### src/rtl/ripemd_block_packer.sv
// Packs a byte stream (1..MAX_BYTES per message) into one padded 512-bit RIPEMD-160 block.
// Block is presented two cycles after the last byte; oversize messages are dropped and flagged on err.
module ripemd_block_packer #(
  parameter int MAX_BYTES = 55
) (
  input  logic         clk,
  input  logic         rst_n,
  input  logic         in_valid,
  output logic         in_ready,
  input  logic [7:0]   in_data,
  input  logic         in_last,
  output logic         o_valid,
  input  logic         o_ready,
  output logic [511:0] block,
  output logic         err
);

  typedef enum logic [1:0] {
    COLLECT = 2'd0,
    PAD     = 2'd1,
    EMIT    = 2'd2,
    DROP    = 2'd3
  } state_t;

  localparam logic [5:0] LAST_IDX = 6'(MAX_BYTES - 1);

  state_t      state;
  state_t      state_nxt;
  logic [5:0]  count;
  logic [7:0]  msg [64];
  logic        ready_en;
  logic        xfer;
  logic [8:0]  bit_len;

  assign xfer    = in_valid && in_ready;
  assign bit_len = {count, 3'b000};

  // Holds in_ready low until the first clock edge after reset release.
  always_ff @(posedge clk or negedge rst_n) begin
    if (!rst_n) ready_en <= 1'b0;
    else        ready_en <= 1'b1;
  end

  always_ff @(posedge clk or negedge rst_n) begin
    if (!rst_n) state <= COLLECT;
    else        state <= state_nxt;
  end

  always_comb begin
    state_nxt = state;
    case (state)
      COLLECT: begin
        if (xfer) begin
          if (in_last)                state_nxt = PAD;
          else if (count == LAST_IDX) state_nxt = DROP;
        end
      end
      PAD:     state_nxt = EMIT;
      EMIT:    if (o_ready) state_nxt = COLLECT;
      DROP:    if (xfer && in_last) state_nxt = COLLECT;
      default: state_nxt = COLLECT;
    endcase
  end

  always_comb begin
    in_ready = 1'b0;
    o_valid  = 1'b0;
    case (state)
      COLLECT: in_ready = ready_en;
      DROP:    in_ready = ready_en;
      EMIT:    o_valid  = 1'b1;
      default: ;
    endcase
  end

  // In PAD, count already equals the message length L.
  always_ff @(posedge clk or negedge rst_n) begin
    if (!rst_n) begin
      count <= 6'd0;
      err   <= 1'b0;
      for (int k = 0; k < 64; k++) msg[k] <= 8'h00;
    end else begin
      err <= (state == DROP) && xfer && in_last;
      case (state)
        COLLECT: begin
          if (xfer) begin
            msg[count] <= in_data;
            count      <= count + 6'd1;
          end
        end
        PAD: begin
          for (int k = 0; k < 64; k++) begin
            if (k == int'(count))                   msg[k] <= 8'h80;
            else if (k > int'(count) && k < 56)     msg[k] <= 8'h00;
            else if (k == 56)                       msg[k] <= bit_len[7:0];
            else if (k == 57)                       msg[k] <= {7'd0, bit_len[8]};
            else if (k > 57)                        msg[k] <= 8'h00;
          end
        end
        EMIT: begin
          if (o_ready) begin
            count <= 6'd0;
            for (int k = 0; k < 64; k++) msg[k] <= 8'h00;
          end
        end
        DROP: begin
          if (xfer && in_last) begin
            count <= 6'd0;
            for (int k = 0; k < 64; k++) msg[k] <= 8'h00;
          end
        end
        default: ;
      endcase
    end
  end

  // Word X[w] is little-endian over bytes 4w..4w+3; X[0] sits in the top bits.
  always_comb begin
    block = '0;
    for (int w = 0; w < 16; w++) begin
      block[511-32*w -: 32] = {msg[4*w+3], msg[4*w+2], msg[4*w+1], msg[4*w]};
    end
  end

endmodule

### config.mk
export PLATFORM = sky130hd
export DESIGN_NAME = ripemd_block_packer
export DESIGN_NICKNAME = d
export VERILOG_FILES = /design/src/rtl/ripemd_block_packer.sv
export SDC_FILE = /design/constraint.sdc
export NUM_CORES = 1
export LEC_CHECK = 0
export CAP_MARGIN = 40
export CORE_AREA = 2 2 191 269
export DETAILED_ROUTE_END_ITERATION = 8
export DIE_AREA = 0 0 193 271
export GPL_ROUTABILITY_DRIVEN = 0
export GPL_TIMING_DRIVEN = 0
export PLACE_DENSITY = 0.73
export SLEW_MARGIN = 20
export SYNTH_ARGS = -nofsm -noshare
export SYNTH_HDL_FRONTEND = slang
export SYNTH_SLANG_ARGS = --single-unit
### constraint.sdc
create_clock -name clk -period 2.67 [get_ports clk]
set_clock_uncertainty 0.1 [all_clocks]
set_input_delay 0.267 -clock clk [delete_from_list [all_inputs] [get_ports clk]]
set_output_delay 0.267 -clock clk [all_outputs]
set_load 0.01 [all_outputs]
### After elaboration in Yosys (flattened, before gate mapping)

Cells that the tools add are included.

* bits in registers: 522
* input bits: 13
* output and inout bits: 515
* logic and storage cells: 460

* add/subtract/negate cells: 1
* order comparisons: 57
* equality and inequality tests: 127
* muxes and demuxes: 138
* bitwise logic cells: 1
* reduce and logical (&&, ||, !) cells: 68

Operators by type and width (number)
* one-hot mux 512 bit (4 select lines): 1
* 2-to-1 mux 512 bit: 3
* 2-to-1 mux 8 bit: 120
* bitwise mux 512 bit: 1
* AND reduction 4 bit: 58
* == test 6 bit (first input constant): 32
* inequality test 3 bit (second input constant): 56
* > comparator 6 bit (first input constant): 24
* == test 5 x 6 -> 1 bit (first input constant): 16
* > comparator 5 x 6 -> 1 bit (first input constant): 16
* demux 8 bit (select 6 bit): 1
* == test 4 x 6 -> 1 bit (first input constant): 8
* > comparator 4 x 6 -> 1 bit (first input constant): 8
* == test 3 x 6 -> 1 bit (first input constant): 4
* > comparator 3 x 6 -> 1 bit (first input constant): 4
* 2-to-1 mux 6 bit: 3
* one-hot mux 6 bit (3 select lines): 1
* == test 2 x 6 -> 1 bit (first input constant): 2
* > comparator 2 x 6 -> 1 bit (first input constant): 2
* 2-to-1 mux 2 bit: 5
* inequality test 2 bit (second input constant): 4
* one-hot mux 2 bit (4 select lines): 1
* greater-or-equal comparator 7 bit (second input constant): 1
* < comparator 7 x 1 -> 1 bit (second input constant): 1
* 14 further kinds: 20

### Longest topological paths before layout

* depth after elaboration: 8
* gate-level depth with buffers: 11
* depth with buffers taken out: 7

### Least setup slack after synthesis

No wires, ideal clock.

* path type: reg2reg
* from: register count[0]
* to: register msg, in the netlist block[352]
* data arrival time: 2.178 ns
* setup slack: 0.276 ns
* stages on the path, launching flop included: 10
* cell sequence: dfrtp_1 > buf_2 > inv_1 > ha_1 > buf_2 > or3b_2 > nor2_1 > o21ai_1 > clkbuf_1 > o311ai_0

* cells in the longest elaborated chain, start to end: 8

Ends and longest elaborated chain
* from (decl): line 29 `logic [5:0] count;`
* from (signal assigned): line 88 `count <= count + 6'd1;`
* NOT 6 -> 7 bit (not written as such): line 87 `msg[count] <= in_data;`
* greater-or-equal comparator 7 bit (not written as such) or < comparator 7 x 1 -> 1 bit (tied branches): line 87
* logical AND 1 bit (not written as such): line 87
* 2-to-1 mux 8 bit (not written as such): line 87
* demux 8 bit (select 6 bit): line 87
* bitwise mux 512 bit: line 87
* 2-to-1 mux 512 bit: line 86 `if (xfer) begin`
* one-hot mux 512 bit (4 select lines): line 84 `case (state)`
* to (signal, indexed assignment): line 87
* to (signal, indexed assignment): line 95 `else if (k == 56) msg[k] <= bit_len[7:0];`
* to (signal, indexed assignment): line 96 `else if (k == 57) msg[k] <= {7'd0, bit_len[8]};`
* to (decl): line 30 `logic [7:0] msg [64];`

Several ways; a longest one is shown, not always the timed one. The select of a mux whose other input is x is not followed.
A chain may end at the register's enable or synchronous reset.

==> results.json <==
{
  "yosys.area_share.simple_pct": 10.6,
  "synth_edf_count": 0,
  "drv_cap": 0,
  "status": "complete, but fails checks",
  "period_share_pct": 102,
  "relSlewSlack_pct": 37.2,
  "start_util_pct": 44.7,
  "antenna_left": 0,
  "path_clk_slew_ns": 0.07,
  "crit_fanout": 10,
  "final_max_slew_viol_count": 0,
  "critPathKind": "reg -> reg",
  "cts.path.max_buffers": 3,
  "layout.nets": 2585,
  "seqCellArea_sq_mm": 0.0131,
  "grt_pass1_wl_um": 140000,
  "core_sq_mm": 0.0498,
  "area_growth_syn_to_layout_pct": 39.7,
  "synthArstFlopShare_pct": 100,
  "synthXorXnorAreaFrac_pct": 0,
  "synth_area_sq_mm": 0.0223,
  "die_x_um": 193,
  "ys_warn_count": 0,
  "drc": 197,
  "startpoint": "count[0]",
  "synth-compound-area-share_pct": 24.8,
  "endpoint_kind": "flip-flop",
  "drt_iter0_drc": 2921,
  "dp_hpwl_um": 70500,
  "final_layout_size_suffix_gt1_share_pct": 14.9,
  "fmax_mhz": 366,
  "failed_checks": "design-rule violations, negative setup slack",
  "antenna_found_initial": 3,
  "synth-adder-area-share_pct": 0.450,
  "avgSynthCellArea_sq_um": 11.4,
  "insertion_delay_ns": 0.61,
  "synth.yosys.seq_area_share_pct": 58.7,
  "power_density_mw_per_mm2": 873,
  "synthFlopType": "dfrtp_1",
  "track_usage_pct": 36.8,
  "hold_viol_final": 0,
  "tightest_slew_ns": 0.943,
  "arrival_ns": 3.11,
  "multi_input_area_sq_mm": 0.00896,
  "fillerInstances": 3938,
  "htree_levels": 2,
  "netlist_instances": 1952,
  "wl_per_cell_um": 30.0,
  "rrSetupSlack_ns": -0.07,
  "die_h_um": 271,
  "hold_slack_ns": 0.0948,
  "setup_slack_ns": -0.0653,
  "ir_drop_mv": 0.631,
  "grt_max_degree": 102,
  "ios": 528,
  "numCtsBuffers": 48,
  "viasPerCell": 6.50,
  "slowest_delay_ns": 0.44,
  "rsz0062_at_grt": "yes",
  "period_needed_ns": 2.74,
  "finalPower_w": 0.0271,
  "critical_path_buf_inv_count": 3,
  "leakage_nw": 13.1,
  "cp-start-kind": "flip-flop",
  "crit_slowest_cell": "dfrtp_1",
  "cts_tree": "built",
  "vias": 21100,
  "clkSinkCount": 522,
  "drtPass1Iterations": 9,
  "setup_violations": 11,
  "hold_class": "in -> async",
  "row_count": 97,
  "port_buffers": 526,
  "syn_nets": 1973,
  "critPathRequiredTime_ns": 3.05,
  "yosys.cell_types.count": 85,
  "crit_chain": "buf_4 -> inv_2 -> ha_2 -> nand2b_4 -> and2_2 -> a21oi_2 -> a211o_1 -> buf_2 -> mux2_1",
  "overflow": 0,
  "grt_pass1_vias": 20800,
  "routed_wirelength_um": 97400,
  "path_delay_family": "buffers and inverters",
  "die-area_sq_mm": 0.0523,
  "r2r_cells": 9,
  "synth_top_family_by_area": "compound AO/OA/AOI/OAI gates",
  "ys_ff_latch": 522,
  "synthMuxAreaShare_pct": 1.90,
  "cts-root-buf": "clkbuf_16",
  "worstReg2RegStart": "count[0]"
}
==> cells in the mapped netlist, types with 5 or more instances <==
| library cell | instances | area [sq um] |
|---|---|---|
| o2bb2ai_1 | 142 | 1240 |
| ha_1 | 8 | 100 |
| buf_2 | 41 | 205 |
| o21ai_0 | 135 | 676 |
| nand3_1 | 72 | 360 |
| buf_1 | 8 | 30.0 |
| a32o_1 | 27 | 270 |
| a21o_1 | 28 | 210 |
| a22o_1 | 175 | 1530 |
| and2_1 | 11 | 68.8 |
| a31oi_1 | 8 | 50.1 |
| dfrtp_1 | 522 | 13100 |
| nor3_1 | 13 | 65.1 |
| nand2b_1 | 10 | 62.6 |
| nand4_1 | 6 | 37.5 |
| nor2_1 | 49 | 184 |
| a2bb2oi_1 | 5 | 43.8 |
| or2_2 | 14 | 87.6 |
| a21oi_1 | 36 | 180 |
| inv_1 | 19 | 71.3 |
| nor3_2 | 6 | 60.1 |
| and4b_1 | 6 | 60.1 |
| mux2_2 | 29 | 327 |
| o311ai_0 | 27 | 236 |
| nand2_1 | 256 | 961 |
| o22ai_1 | 32 | 200 |
| o21ai_1 | 5 | 25.0 |
| o22a_1 | 8 | 70.1 |
| buf_4 | 10 | 75.1 |
| o211ai_1 | 26 | 195 |
| nor2b_1 | 11 | 68.8 |
| clkbuf_1 | 97 | 364 |
| a211o_1 | 11 | 96.3 |
| mux2_1 | 5 | 56.3 |
==> metal layers <==
layer / vias up / global-route usage (%) / part of all wire [%]
li1: 8571 / - / -
met1: 10300 / 41.5 / 34
met2: 1686 / 57.1 / 45
met3: 567 / 14.0 / 12
met4: 0 / 25.4 / 9.2
met5: - / 0 / 0
==> how the worst max path moves through the flow <==
stage / endpoint / slack [ns] / cells after the start
after floorplan: block[352] / 0.28 / 9
final: flip-flop / -0.07 / 9
after detailed placement: block[357] / -0.75 / 8
after global placement: block[248] / -20.83 / 1
after CTS: block[345] / -0.08 / 8
after global routing: flip-flop / -0.15 / 8
==> report_power, final <==
part,total [W],switching [W],internal (W)
clock network,0.00702,0.00308,0.00394
logic,0.0114,0.00803,0.00341
registers,0.00866,0.000322,0.00834
==> timing repair <==
item | in CTS | in global routing
resized for setup | 110 | 134
hold endpoints to repair | 131 | 0
gates cloned | 1 | 1
setup buffers | 12 | 16
setup endpoints to repair | 510 | 487
hold buffers | 1 | 0
pin swaps | 6 | 12
==> final cells by class <==
type,count,share of cell area [%]
diodes,3,0.0242
plain buffers,149,2.71
clock buffers,69,4.51
clock inverters,18,0.544
inverters,20,0.242
multi-input cells,1253,28.8
flip-flops and latches,522,42.0
well taps,643,2.59
repair buffers,570,18.5
==> logic make-up after synthesis <==
kind of cell / after synthesis
flops: 522
compound gates: 716
fa+ha+maj: 8
simple gates: 489
other cells: 1
mux: 37
buf+inv: 179
==> stage by stage <==
stage                     util [%]  TNS (ns)  worst slack (ns)  instance area (sq um)  std cells
after floorplan                  -         0             0.276                  22300       1952
after global placement        56.9         -            -20.83                  28300       3121
after detailed placement      57.3   -158.79            -0.752                  28500       3134
after CTS                     61.3    -0.777           -0.0761                  30500       3233
after global routing          62.4     -1.55            -0.152                  31100       3247
final                         62.4    -0.315           -0.0653                  31100       3247
==> layout by cell type (no fill, tap or decap), drive strengths merged, types with 28 or more instances in the layout <==
cell,netlist,routed
clkbuf,97,152
nor2,51,51
a21o,28,28
dfrtp,522,522
a22o,175,175
o311ai,30,30
mux2,36,36
buf,62,110
clkdlybuf4s50,0,525
nand3,73,73
o22ai,32,32
a21oi,37,37
nand2,258,258
o2bb2ai,142,142
o21ai,141,141
==> worst register-to-register path, cell delays in order (launching register included) <==
cell	delay (ns)
dfrtp_1	0.44
buf_4	0.21
inv_2	0.15
ha_2	0.28
nand2b_4	0.23
and2_2	0.30
a21oi_2	0.13
a211o_1	0.29
buf_2	0.18
mux2_1	0.32
Power figures use the tool's default switching activity.
==> RTL edit (same settings) <==
The 4 states of `state_t` get a Gray code encoding in 2 bits.
--- a/src/rtl/ripemd_block_packer.sv
+++ b/src/rtl/ripemd_block_packer.sv
@@ -18,6 +18,6 @@
   typedef enum logic [1:0] {
-    COLLECT = 2'd0,
-    PAD     = 2'd1,
-    EMIT    = 2'd2,
-    DROP    = 2'd3
+    COLLECT = 2'b00,
+    PAD     = 2'b01,
+    EMIT    = 2'b11,
+    DROP    = 2'b10
   } state_t;
Formal check against the unedited RTL: same outputs for any inputs over 4 cycles, from zero or initial values and one cycle with rst_n low; so few cycles prove little.
==> RTL edit against the unedited design <==
  * The flow finishes with violations (negative setup slack)
  * Clock power grew 9.1%
  * Cell count shrank 8.5%
  * Setup slack lost 57 ps
  * Largest cell class unchanged
  * Power shrank 14%
  * Highest routed layer is now met5
  * Design area shrank 4.1%
  * Area after synthesis shrank 3.6%
  * Routed wire length shrank 8.1%
  * Largest power group is now sequential cells
  * Sequential cell count is the same
==> RTL edit: results (changes against the unedited design) <==
[power_and_ir_drop]
swShare_pct = 37.2  ; -5.0 points
ir_drop_v = 0.000546  ; -13%

[placement]
dp_hpwl_um = 65500  ; -7.1%
portBuffers = 521  ; -0.95%
preCtsSetupSlack_ps = -667  ; +85.3 ps

[global_route]
grt_pass1_wl_um = 129000  ; -7.8%
grt_max_degree = 107  ; +4.9%
grt_use_total_pct = 33.8  ; -3.0 points
antenna_found_initial = 2  ; -1

[layout]
fillers = 4099  ; +4.1%
antenna_cells = 0  ; -3

[drt]
drt_iter0_drc = 2128  ; -27%
route.detailed.drc = 0  ; -100%
wl_per_cell_um = 30.1  ; +0.44%
vias = 18900  ; -11%

[sta]
setup-violations-final = 13  ; +2
setup_tns_ps = -493  ; -178 ps
relSlewSlack_pct = 37.7  ; +0.50 points
worst_slack_ps = -122  ; -56.8 ps

[synthesis]
syn-num-nets = 1706  ; -14%
synth_area_leaders = dfrtp_1 (61%), a22o_1 (15%), o2bb2ai_1 (2.4%)
yosysSeqAreaShare_pct = 60.9  ; +2.2 points

[cts]
clk_latency_ps = 590  ; -20 ps
cts_buffers = 50  ; +4.2%

[setup_path]
cp.arrival_ps = 3150  ; +40 ps

[status]
violations = negative setup slack
status = finished, violations left

## RTL edit: cell count changes in the layout (fill, tap and decap cells not counted), sizes merged, moves of 29 or more
cell and change:
a22o +204, nand2 -120, nand3 -39, nor2 +42
o21ai -114, o2bb2ai -82, o311ai -29
## RTL edit: area by class of cell
cell class / count / area share [%]
buffer: 127 / 2.18
clock buffer: 74 / 5.15
clock inverter: 18 / 0.831
inverter: 12 / 0.164
multi-input combinational: 1025 / 26.5
sequential: 522 / 43.8
tap: 643 / 2.70
timing repair buffer: 549 / 18.7
## RTL edit: repair_timing
| item | in CTS | in global routing |
|---|---|---|
| pin swaps | 3 | 4 |
| endpoints found under the hold margin | 62 | 0 |
| setup endpoints to repair | 161 | 255 |
| gates resized for setup | 15 | 43 |
| buffers inserted | 4 | 8 |
| hold buffers | 1 | 0 |
## RTL edit: worst max-delay path, stage by stage (launching register included)
cell	delay (ps)
dfrtp_1	440
and2b_1	390
buf_2	330
nand2_1	490
nand3_1	540
mux2_2	380
## RTL edit: worst paths after layout
check,start,slack [ps],depth (start not counted),to
setup / recovery,state[1]$_DFFE_PN0P_,-120,5,flop
hold / removal,rst_n,110,2,block[211]$_DFFE_PN0P_
setup reg to reg,state[1]$_DFFE_PN0P_,-120,5,flop
hold reg to reg,block[222]$_DFFE_PN0P_,390,1,block[222]$_DFFE_PN0P_
max in group asynchronous,rst_n,980,4,block[18]$_DFFE_PN0P_
min in group clk,in_data[3],140,3,block[347]$_DFFE_PN0P_
## RTL edit: power groups by stage
stage / sequential [mW] / combinational, mW / clock, mW
floorplan: 8.47 / 3.73 / 0
CTS: 8.27 / 6.72 / 7.74
global route: 8.30 / 7.57 / 8.06
global placement: 8.42 / 6.42 / 0
detailed placement: 8.41 / 6.59 / 0
finish: 8.28 / 7.35 / 7.66
## RTL edit: per-layer routing
layer  part of all wire, %  global-route usage [%]
met1                    36                    41.5
met2                    47                    53.6
met3                   9.1                    7.82
met4                   7.7                    20.9
met5                 0.030                  0.0962
## RTL edit: cell families (layout without fill, tap and decap cells)
group / after synthesis / count (layout) / share of synthesized area [%]
compound gates: 624 / 624 / 24.3
fa+ha+maj: 4 / 4 / 0.233
buf+inv: 142 / 780 / 3.16
flops: 522 / 522 / 60.9
mux: 61 / 61 / 3.41
other cells: 1 / 1 / 0.0175
simple gates: 335 / 335 / 7.99
## RTL edit: metrics by stage
step | hold slack, ps | instances | total power, mW | instance area, µm²
4_1_cts | 104 | 2962 | 22.7 | 29600
6_report | 110 | 2970 | 23.3 | 29800
3_3_place_gp | 370 | 2853 | 14.8 | 27500
5_1_grt | 149 | 2970 | 23.9 | 29800
3_5_place_dp | 143 | 2866 | 15.0 | 27700
2_1_floorplan | -129 | 1689 | 12.2 | 21500
